<file path="config.mk">
export PLATFORM = sky130hd
export DESIGN_NAME = rx_frame_writer
export DESIGN_NICKNAME = d
export VERILOG_FILES = /design/src/rtl/rx_buf_pkg.sv /design/src/rtl/rx_byte_packer.sv /design/src/rtl/rx_frame_writer.sv
export SDC_FILE = /design/constraint.sdc
export NUM_CORES = 1
export LEC_CHECK = 0
export BUFFER_PORTS_ARGS = -buffer_cell sky130_fd_sc_hd__buf_4
export CAP_MARGIN = 0
export CORE_MARGIN = 10
export CORE_UTILIZATION = 45
export CTS_CLUSTER_SIZE = 25
export DETAILED_ROUTE_END_ITERATION = 10
export SLEW_MARGIN = 20
export SYNTH_ARGS = -nofsm -noshare
export SYNTH_HDL_FRONTEND = slang
export SYNTH_SLANG_ARGS = --single-unit
</file>
<file path="constraint.sdc">
create_clock -name clk -period 5.5 [get_ports clk]
set_input_delay 0.825 -clock clk [delete_from_list [all_inputs] [get_ports clk]]
set_output_delay 0.825 -clock clk [all_outputs]
set_load 0.02 [all_outputs]
</file>
<file path="src/rtl/rx_buf_pkg.sv">
// Shared constants, state encoding and ring helpers
// for the MAC RX buffer write side.
package rx_buf_pkg;

   localparam int DEPTH   = 768;
   localparam int AW      = 10;
   localparam int MAX_LEN = 1522;
   localparam int CNT_W   = 16;
   localparam int LEN_LSB = 0;
   localparam int LEN_W   = 16;

   typedef enum logic [2:0] {
      IDLE,
      DATA,
      HDR,
      DROP,
      REWIND
   } state_e;

   function automatic logic [AW-1:0] next_ptr(input logic [AW-1:0] p);
      return (p == AW'(DEPTH - 1)) ? '0 : p + 1'b1;
   endfunction

endpackage

</file>
<file path="src/rtl/rx_byte_packer.sv">
// Packs a byte stream little-endian into 32-bit words;
// fires on the 4th byte or on the frame's last byte.
module rx_byte_packer (
   input  logic        clk,
   input  logic        rst,
   input  logic        clr,
   input  logic        en,
   input  logic        eof,
   input  logic [7:0]  din,
   output logic        fire,
   output logic [31:0] word
);

   logic [1:0]  lane_q, lane_d, lane_b;
   logic [31:0] word_q, word_d, word_b;

   always_comb begin
      lane_b = clr ? 2'd0 : lane_q;
      word_b = clr ? 32'h0 : word_q;
      word = word_b;
      word[{lane_b, 3'b000} +: 8] = din;
      fire = en & ((lane_b == 2'd3) | eof);
      lane_d = lane_q;
      word_d = word_q;
      if (en) begin
         // a fired word restarts from zero so flushed lanes read as 0
         lane_d = fire ? 2'd0 : lane_b + 2'd1;
         word_d = fire ? 32'h0 : word;
      end
   end

   always_ff @(posedge clk) begin
      if (rst) begin
         lane_q <= '0;
         word_q <= '0;
      end else begin
         lane_q <= lane_d;
         word_q <= word_d;
      end
   end

endmodule

</file>
<file path="src/rtl/rx_frame_writer.sv">
// RX buffer write front end: frames go into the ring as a
// header word plus data words, committed only when good.
module rx_frame_writer
   import rx_buf_pkg::*;
(
   input  logic             clk,
   input  logic             rst,
   input  logic             rx_dv,
   input  logic [7:0]       rx_data,
   input  logic             rx_sof,
   input  logic             rx_eof,
   input  logic             rx_err,
   input  logic [AW-1:0]    rd_ptr,
   output logic             cew,
   output logic [AW-1:0]    aw,
   output logic [31:0]      dw,
   output logic [AW-1:0]    wr_ptr,
   output logic             frame_done,
   output logic             frame_drop,
   output logic [CNT_W-1:0] drop_cnt
);

   state_e state_q, state_d;

   logic [AW-1:0]    wr_ptr_q, wr_ptr_d;
   logic [AW-1:0]    hdr_q, hdr_d;
   logic [AW-1:0]    dptr_q, dptr_d;
   logic [LEN_W-1:0] len_q, len_d;
   logic             cew_q, cew_d;
   logic [AW-1:0]    aw_q, aw_d;
   logic [31:0]      dw_q, dw_d;
   logic             done_q, done_d;
   logic             drop_q, drop_d;
   logic [CNT_W-1:0] cnt_q, cnt_d;

   logic             start, byte_in, fire;
   logic             hdr_ok, wr_ok, too_long, bad;
   logic [AW-1:0]    dptr_b;
   logic [LEN_W-1:0] len_b, len_n;
   logic [31:0]      pk_word;

   // a sof in DATA restarts the frame exactly as from IDLE
   assign start   = rx_dv & rx_sof &
                    ((state_q == IDLE) | (state_q == DATA));
   assign byte_in = rx_dv & (start | (state_q == DATA));

   assign dptr_b   = start ? next_ptr(wr_ptr_q) : dptr_q;
   assign len_b    = start ? '0 : len_q;
   assign len_n    = len_b + 1'b1;
   assign hdr_ok   = ~start | (next_ptr(wr_ptr_q) != rd_ptr);
   assign wr_ok    = next_ptr(dptr_b) != rd_ptr;
   assign too_long = len_n > LEN_W'(MAX_LEN);
   assign bad      = ~hdr_ok | (fire & ~wr_ok) | too_long;

   rx_byte_packer u_packer (
      .clk  (clk),
      .rst  (rst),
      .clr  (start),
      .en   (byte_in),
      .eof  (rx_eof),
      .din  (rx_data),
      .fire (fire),
      .word (pk_word)
   );

   always_ff @(posedge clk) begin
      if (rst) state_q <= IDLE;
      else     state_q <= state_d;
   end

   always_comb begin
      state_d = state_q;
      unique case (state_q)
         IDLE, DATA: begin
            if (byte_in) begin
               if (rx_eof) state_d = (bad | rx_err) ? REWIND : HDR;
               else        state_d = bad ? DROP : DATA;
            end
         end
         HDR:     state_d = IDLE;
         DROP:    if (rx_dv & rx_eof) state_d = REWIND;
         REWIND:  state_d = IDLE;
         default: state_d = IDLE;
      endcase
   end

   always_comb begin
      wr_ptr_d = wr_ptr_q;
      hdr_d    = hdr_q;
      dptr_d   = dptr_q;
      len_d    = len_q;
      cew_d    = 1'b0;
      aw_d     = aw_q;
      dw_d     = dw_q;
      done_d   = 1'b0;
      cnt_d    = cnt_q;
      if (start) hdr_d = wr_ptr_q;
      if (byte_in) begin
         len_d  = len_n;
         dptr_d = fire ? next_ptr(dptr_b) : dptr_b;
         if (fire & wr_ok & hdr_ok) begin
            cew_d = 1'b1;
            aw_d  = dptr_b;
            dw_d  = pk_word;
         end
      end
      if (state_q == HDR) begin
         cew_d = 1'b1;
         aw_d  = hdr_q;
         dw_d  = '0;
         dw_d[LEN_LSB +: LEN_W] = len_q;
         wr_ptr_d = dptr_q;
         done_d   = 1'b1;
      end
      drop_d = (state_q == REWIND) | ((state_q == DATA) & start);
      if (drop_d && (cnt_q != '1)) cnt_d = cnt_q + 1'b1;
   end

   always_ff @(posedge clk) begin
      if (rst) begin
         wr_ptr_q <= '0;
         hdr_q    <= '0;
         dptr_q   <= '0;
         len_q    <= '0;
         cew_q    <= 1'b0;
         aw_q     <= '0;
         dw_q     <= '0;
         done_q   <= 1'b0;
         drop_q   <= 1'b0;
         cnt_q    <= '0;
      end else begin
         wr_ptr_q <= wr_ptr_d;
         hdr_q    <= hdr_d;
         dptr_q   <= dptr_d;
         len_q    <= len_d;
         cew_q    <= cew_d;
         aw_q     <= aw_d;
         dw_q     <= dw_d;
         done_q   <= done_d;
         drop_q   <= drop_d;
         cnt_q    <= cnt_d;
      end
   end

   assign cew        = cew_q;
   assign aw         = aw_q;
   assign dw         = dw_q;
   assign wr_ptr     = wr_ptr_q;
   assign frame_done = done_q;
   assign frame_drop = drop_q;
   assign drop_cnt   = cnt_q;

endmodule

</file>
### Yosys cells after proc, flatten, opt, wreduce, memory -nomap -nowiden

Index checks and enable logic that the tools add are counted.

| word-level totals | value |
|---|---|
| word-level logic and storage cells | 90 |
| input port bits | 24 |
| bits in registers | 144 |
| output and inout bits | 71 |

| operators by class | value |
|---|---|
| equality and inequality tests | 12 |
| mux-type cells | 26 |
| add/sub/neg operators | 6 |
| shifts and indexed selects | 2 |
| $lt $le $gt $ge | 1 |
| reductions and logical operators | 9 |
| bitwise gates (word level) | 20 |

Operators with widths:

| cell | number |
|---|---|
| 10-bit two-way mux | 7 |
| 16-bit two-way mux | 4 |
| 32-bit two-way mux | 2 |
| 16-bit by 1-bit adder with 16-bit output, second input constant | 2 |
| 32-bit bitwise mux | 1 |
| 8-bit by 7-bit variable shift with 32-bit output, first input constant | 1 |
| 8-bit by 7-bit variable part select with 32-bit output | 1 |
| 10-bit by 1-bit adder with 10-bit output, second input constant | 2 |
| 10-bit == test, second input constant | 2 |
| 10-bit inequality test | 2 |
| 16-bit by 11-bit > comparator with 1-bit output, second input constant | 1 |
| 16-bit inequality test, second input constant | 1 |
| 3-bit two-way mux | 4 |
| 1-bit AND | 9 |
| 1-bit OR | 8 |
| 5-bit negator with 7-bit output | 1 |
| 3-bit by 2-bit == test with 1-bit output, second input constant | 2 |
| 2-bit two-way mux | 3 |
| 3-bit one-hot mux with 2 select lines | 1 |
| 2-bit AND reduction | 3 |
| 1-bit two-way mux | 4 |
| 2-bit nonzero test | 2 |
| 2-bit OR reduction | 2 |
| 3-bit by 1-bit == test with 1-bit output, second input constant | 1 |
| other kinds (8) | 10 |

### Depth between registers and ports, before layout

| depth | value |
|---|---|
| word-level depth | 16 |
| mapped depth | 18 |
| depth with buffers taken out | 13 |

### Cells and area by module

From an unflattened synthesis, not the netlist that was laid out.

| unflattened totals | value |
|---|---|
| cells, all modules | 987 |
| area total of the unflattened synthesis | 8,159.1 µm² |

Modules (own cells, without submodules):

| module | cells an instance | sequential area each (µm²) | times used | area each (µm²) |
|---|---|---|---|---|
| rx_frame_writer | 749 | 2,202.1 | 1 | 5,959.5 |
| rx_byte_packer | 238 | 680.7 | 1 | 2,199.6 |

### Least setup slack after synthesis

Ideal clock, no wire load.

| timing | value |
|---|---|
| path type | in2reg |
| from | input rx_sof |
| to | register state_q[1] |
| library setup time | 0.083 ns |
| cell stages on the path | 17 |
| data arrival time | 4.116 ns |
| required time | 5.417 ns |
| path slack | 1.302 ns |
| path buffers | 4 |
| cells stage by stage | nand4bb_1 -> buf_2 -> clkbuf_1 -> clkbuf_1 -> buf_1 -> and2_1 -> ha_1 -> nand3_1 -> nor2_1 -> and4_1 -> and4_1 -> xnor2_1 -> a31oi_1 -> a211oi_1 -> o211ai_1 -> or3_1 -> o221ai_1 |

| on the way | value |
|---|---|
| longest elaborated chain between the ends | 15 |
| elaborated cells on any way between the ends | 31 |
| those cells by class | add/sub (2); order compare (1); eq/ne (4); mux (9); bitwise (14); reduce/logical (1) |

RTL lines:

| what | RTL line | source |
|---|---|---|
| start: declaration | rx_frame_writer.sv:10 | `input logic rx_sof,` |
| 1-bit AND (*) (2 in a row) | rx_frame_writer.sv:43 | `assign start = rx_dv & rx_sof &` |
| branches (longest 13 deep; another with 16-bit by 1-bit adder with 16-bit output) | -- |  |
| end signal: assignment | rx_frame_writer.sv:68 | `else state_q <= state_d;` |
| end: declaration | rx_frame_writer.sv:23 | `state_e state_q, state_d;` |

Mark *: on every way between the ends. The select of a mux whose other input is x is not followed.
A chain may end at the register's enable or synchronous reset.

### Final worst setup path

| timing | value |
|---|---|
| from | register wr_ptr_q[0] (netlist: wr_ptr[0]) |
| to | register aw_q[4] (netlist: aw[4]) |

| on the way | value |
|---|---|
| longest elaborated chain between the ends | 10 |
| elaborated cells on any way between the ends | 17 |
| those cells by class | add/sub (2); eq/ne (4); mux (6); bitwise (3); reduce/logical (2) |

RTL lines:

| what | RTL line | source |
|---|---|---|
| start: declaration | rx_frame_writer.sv:25 | `logic [AW-1:0] wr_ptr_q, wr_ptr_d;` |
| start signal: assignment | rx_frame_writer.sv:132 | `wr_ptr_q <= wr_ptr_d;` |
| 10-bit by 1-bit adder with 10-bit output / 10-bit == test (equally long branches) | rx_buf_pkg.sv:21 | `return (p == AW'(DEPTH - 1)) ? '0 : p + 1'b1;` |
| 10-bit two-way mux (*) | rx_buf_pkg.sv:21 |  |
| 10-bit two-way mux | rx_frame_writer.sv:47 | `assign dptr_b = start ? next_ptr(wr_ptr_q) : dptr_q;` |
| 10-bit by 1-bit adder with 10-bit output / 10-bit == test (equally long branches) | rx_buf_pkg.sv:21 |  |
| 10-bit two-way mux | rx_buf_pkg.sv:21 |  |
| 10-bit inequality test | rx_frame_writer.sv:51 | `assign wr_ok = next_ptr(dptr_b) != rd_ptr;` |
| 1-bit AND (2 in a row) | rx_frame_writer.sv:101 | `if (fire & wr_ok & hdr_ok) begin` |
| 2-bit nonzero test (no line) | -- |  |
| 2-bit AND reduction (no line) | -- |  |
| end signal: assignment | rx_frame_writer.sv:137 | `aw_q <= aw_d;` |
| end: declaration | rx_frame_writer.sv:30 | `logic [AW-1:0] aw_q, aw_d;` |

Every way passes the cells marked *; elsewhere a longest branch is shown, timed or not. The select of a mux whose other input is x is not followed.

==> impl_metrics.tcl <==
set metrics [dict create \
    yosys.area.top_type "dfxtp_1" \
    critPathTopFamily "simple AND/OR/NAND/NOR gates" \
    cts_tree "yes" \
    synth_area_leaders "dfxtp_1 (37%), nor2_1 (5.7%), a21oi_1 (4.7%), nand2_1 (4.5%), nor3_1 (4.2%)" \
    cts-hold-fix-buffers 0 \
    vias 7462 \
    die_w_um 151 \
    antenna_cells 0 \
    tightestPinTransition_ns 0.895 \
    r2r-end "aw[4]$_SDFFE_PP0P_" \
    cts_resized 0 \
    overflow 0 \
    post-dp-hpwl_um 16200 \
    crit_start "wr_ptr[0]$_SDFFE_PP0P_" \
    port_buffers 94 \
    synthArstFlopShare_pct 0 \
    slew_viol_final 0 \
    hold_ws_ns 0.455 \
    fill_cells 1650 \
    slowest_delay_ns 0.89 \
    areaGrowthSynthToFinish_pct 18.1 \
    drtIter0Drc 657 \
    grt_pass1_vias 6698 \
    rows 47 \
    hp-class "flop to flop" \
    fin_setup_tns_ns 0 \
    top_layer_used "met4" \
    ir_worst_vdd_mv 0.224 \
    met1Wirelength_um 11100 \
    synth_edf_count 0 \
    timing.slew.headroom_pct 39.8 \
    cts_setup_buffers 0 \
    fin_crit_sh_pct 82.4 \
    setup_viol 0 \
    worstPathRequired_ns 5.77 \
    core_area_sq_mm 0.0168 \
    ys_types 73 \
    reg2reg_depth 11 \
    crit_path_frequent_cell "nand3_1" \
    grt_usage_pct 20.5 \
    dpl.cell_count 1228 \
    drv_cap 0 \
    final_cells 1260 \
    p_per_area_mw_per_mm2 283 \
    fmax_ghz 0.221 \
    r2r_setup_slack_ns 0.97 \
    synth_common_cells "dfxtp_1 (144), nor2_1 (118), nand2_1 (93), a21oi_1 (73), nor3_1 (65)" \
    power_mw 2.59 \
    yosys.cell_count.top_type "dfxtp_1" \
    wl_met3_um 1610 \
    post_drt_wl_per_cell_um 18.8 \
    detail-route-antenna-nets 0 \
    gp_congestion 0.892 \
    cp.depth 11 \
    cp_slowest_cell "or4_1" \
    grt_pass1_wl_um 37700 \
    ys_ff_latch 144 \
    r2r_start "wr_ptr[0]$_SDFFE_PP0P_" \
    route.detailed.drc 0 \
    path_cells "ha_1, nand3_1, or4_4, a31oi_4, a41oi_1, o31ai_1, o2111ai_1, a2111o_1, or4_1, nand3_1, a311oi_1" \
    netlist_area_sq_mm 0.00775 \
    htree_num_levels 4 \
    clk_latency_ns 0.42 \
    syn_inst 973 \
    hp-start "hdr_q[5]$_SDFFE_PP0P_" \
    avgSynthCellArea_sq_um 7.97 \
    die_h_um 151 \
    fin_nets 1062 \
    synth_nets 1008 \
    endpoint "aw[4]$_SDFFE_PP0P_" \
    dieArea_sq_mm 0.0229 \
    whs_path_depth 2 \
    status "completed" \
    endpoint_kind "flop" \
    met2_length_um 10600 \
    grt_max_degree 57 \
    io_pins 95 \
    max-clock-path-buffers 2 \
    worst-path-buf-inv 0 \
    drive_gt1_share_pct 15.8 \
    vias_per_cell 5.92 \
    dr.pass1.iters 5 \
    cts-root-buf "clkbuf_16" \
    rsz0062_at_grt "false" \
    worst_ep_arrival_time_ns 4.80 \
    clock-sinks 144 \
    crit_type "flop to flop" \
    fin_skew_ns 0.00872 \
    yosysSeqAreaShare_pct 37.2 \
    routed_wl_um 23700 \
    start_util_pct 46.3 \
    synth_flop_cell "dfxtp_1" \
    min_period_ns 4.53 \
    hold_viol 0 \
    p_leak_nw 3.31 \
    path_clk_slew_ns 0.06 \
    antenna_found_initial 0 \
    cts_buffers 17 \
    yosys_warnings 0 \
    yosysTopAreaCellShare_pct 37.2 \
    cp_max_fo 23 \
    worstSetupStartpointType "flop" \
]
-- metal layers --
metal	vias up	GRT usage, %
li1	3665	-
met4	0	5.87
met1	3506	29.0
met3	26	4.24
met5	-	0
met2	265	30.4
-- metrics by stage --
step	utilization, %	area, sq um	worst slack [ns]
6_report	54.6	9160	0.967
4_1_cts	54.6	9160	1.00
3_5_place_dp	50.9	8540	0.702
3_3_place_gp	50.9	8540	0.746
5_1_grt	54.6	9160	0.643
2_1_floorplan	-	7750	1.30
-- cell families after synthesis --
group           Yosys count  synth area share, %
fa+ha+maj                11                 1.78
simple gates            440                 28.4
buf+inv                  87                 5.03
flops                   144                 37.2
xor+xnor                 49                 5.53
compound gates          239                 21.7
mux                       3                0.403
-- cells in the final DEF, fill, tap and decap left out, types with 4 or more instances in the layout --
cell,count
dfxtp_1,144
nor2_1,117
buf_4,111
nand2_1,93
a21oi_1,73
nor3_1,65
nand3_1,57
a22oi_1,33
xor2_1,26
xnor2_1,23
a22o_1,18
o211ai_1,18
o21ai_0,17
clkbuf_16,17
or4_1,16
nand4_1,15
and3_1,14
inv_1,11
o21ai_1,11
ha_1,11
a311oi_1,9
and2_1,8
nor2b_1,8
and4_1,7
nand2b_1,6
a211oi_1,6
a31oi_1,5
a211o_1,5
nor4_1,5
o2111a_1,5
a311o_1,5
clkinvlp_4,5
nor3b_1,4
o41ai_1,4
or3_1,4
-- report_power, final --
| part | leakage (nW) | total, mW | internal (mW) | switching, mW |
|---|---|---|---|---|
| clock | 0.288 | 1.22 | 0.732 | 0.484 |
| combinational | 1.86 | 0.294 | 0.0972 | 0.197 |
| sequential | 1.17 | 1.08 | 1.07 | 0.0178 |
| total | 3.31 | 2.59 | 1.90 | 0.699 |
-- layout make-up --
cell class              count  area (sq um)  share of cell area [%]
multi-input cells         742          4500                    49.2
repair buffers            111           833                    9.10
clock buffers              18           439                    4.80
flip-flops and latches    144          2880                    31.5
clock inverters            14           184                    2.01
inverters                  11          41.3                   0.451
well taps                 220           275                    3.01
-- registers in the layout (all words and copies together) (netlist names) --
signal           flops
cew                  1
hdr_q               10
state_q              3
drop_cnt            16
u_packer.word_q     32
u_packer.lane_q      2
aw                  10
dptr_q              10
len_q               16
frame_done           1
frame_drop           1
dw                  32
wr_ptr              10
-- how the worst min path moves through the flow --
| stage | end |
|---|---|
| final | hdr_q[5]$_SDFFE_PP0P_ |
| after global routing | hdr_q[3]$_SDFFE_PP0P_ |
| after CTS | hdr_q[1]$_SDFFE_PP0P_ |
| after detailed placement | hdr_q[1]$_SDFFE_PP0P_ |
| after global placement | hdr_q[0]$_SDFFE_PP0P_ |
| after floorplan | hdr_q[0]$_SDFFE_PP0P_ |
-- tightest hold or removal path: stages, from the launching register on --
cell and delay [ns]:
dfxtp_1 0.31, nand2_1 0.05, a21oi_1 0.05
No activity file was read; power rests on OpenSTA's default activity.
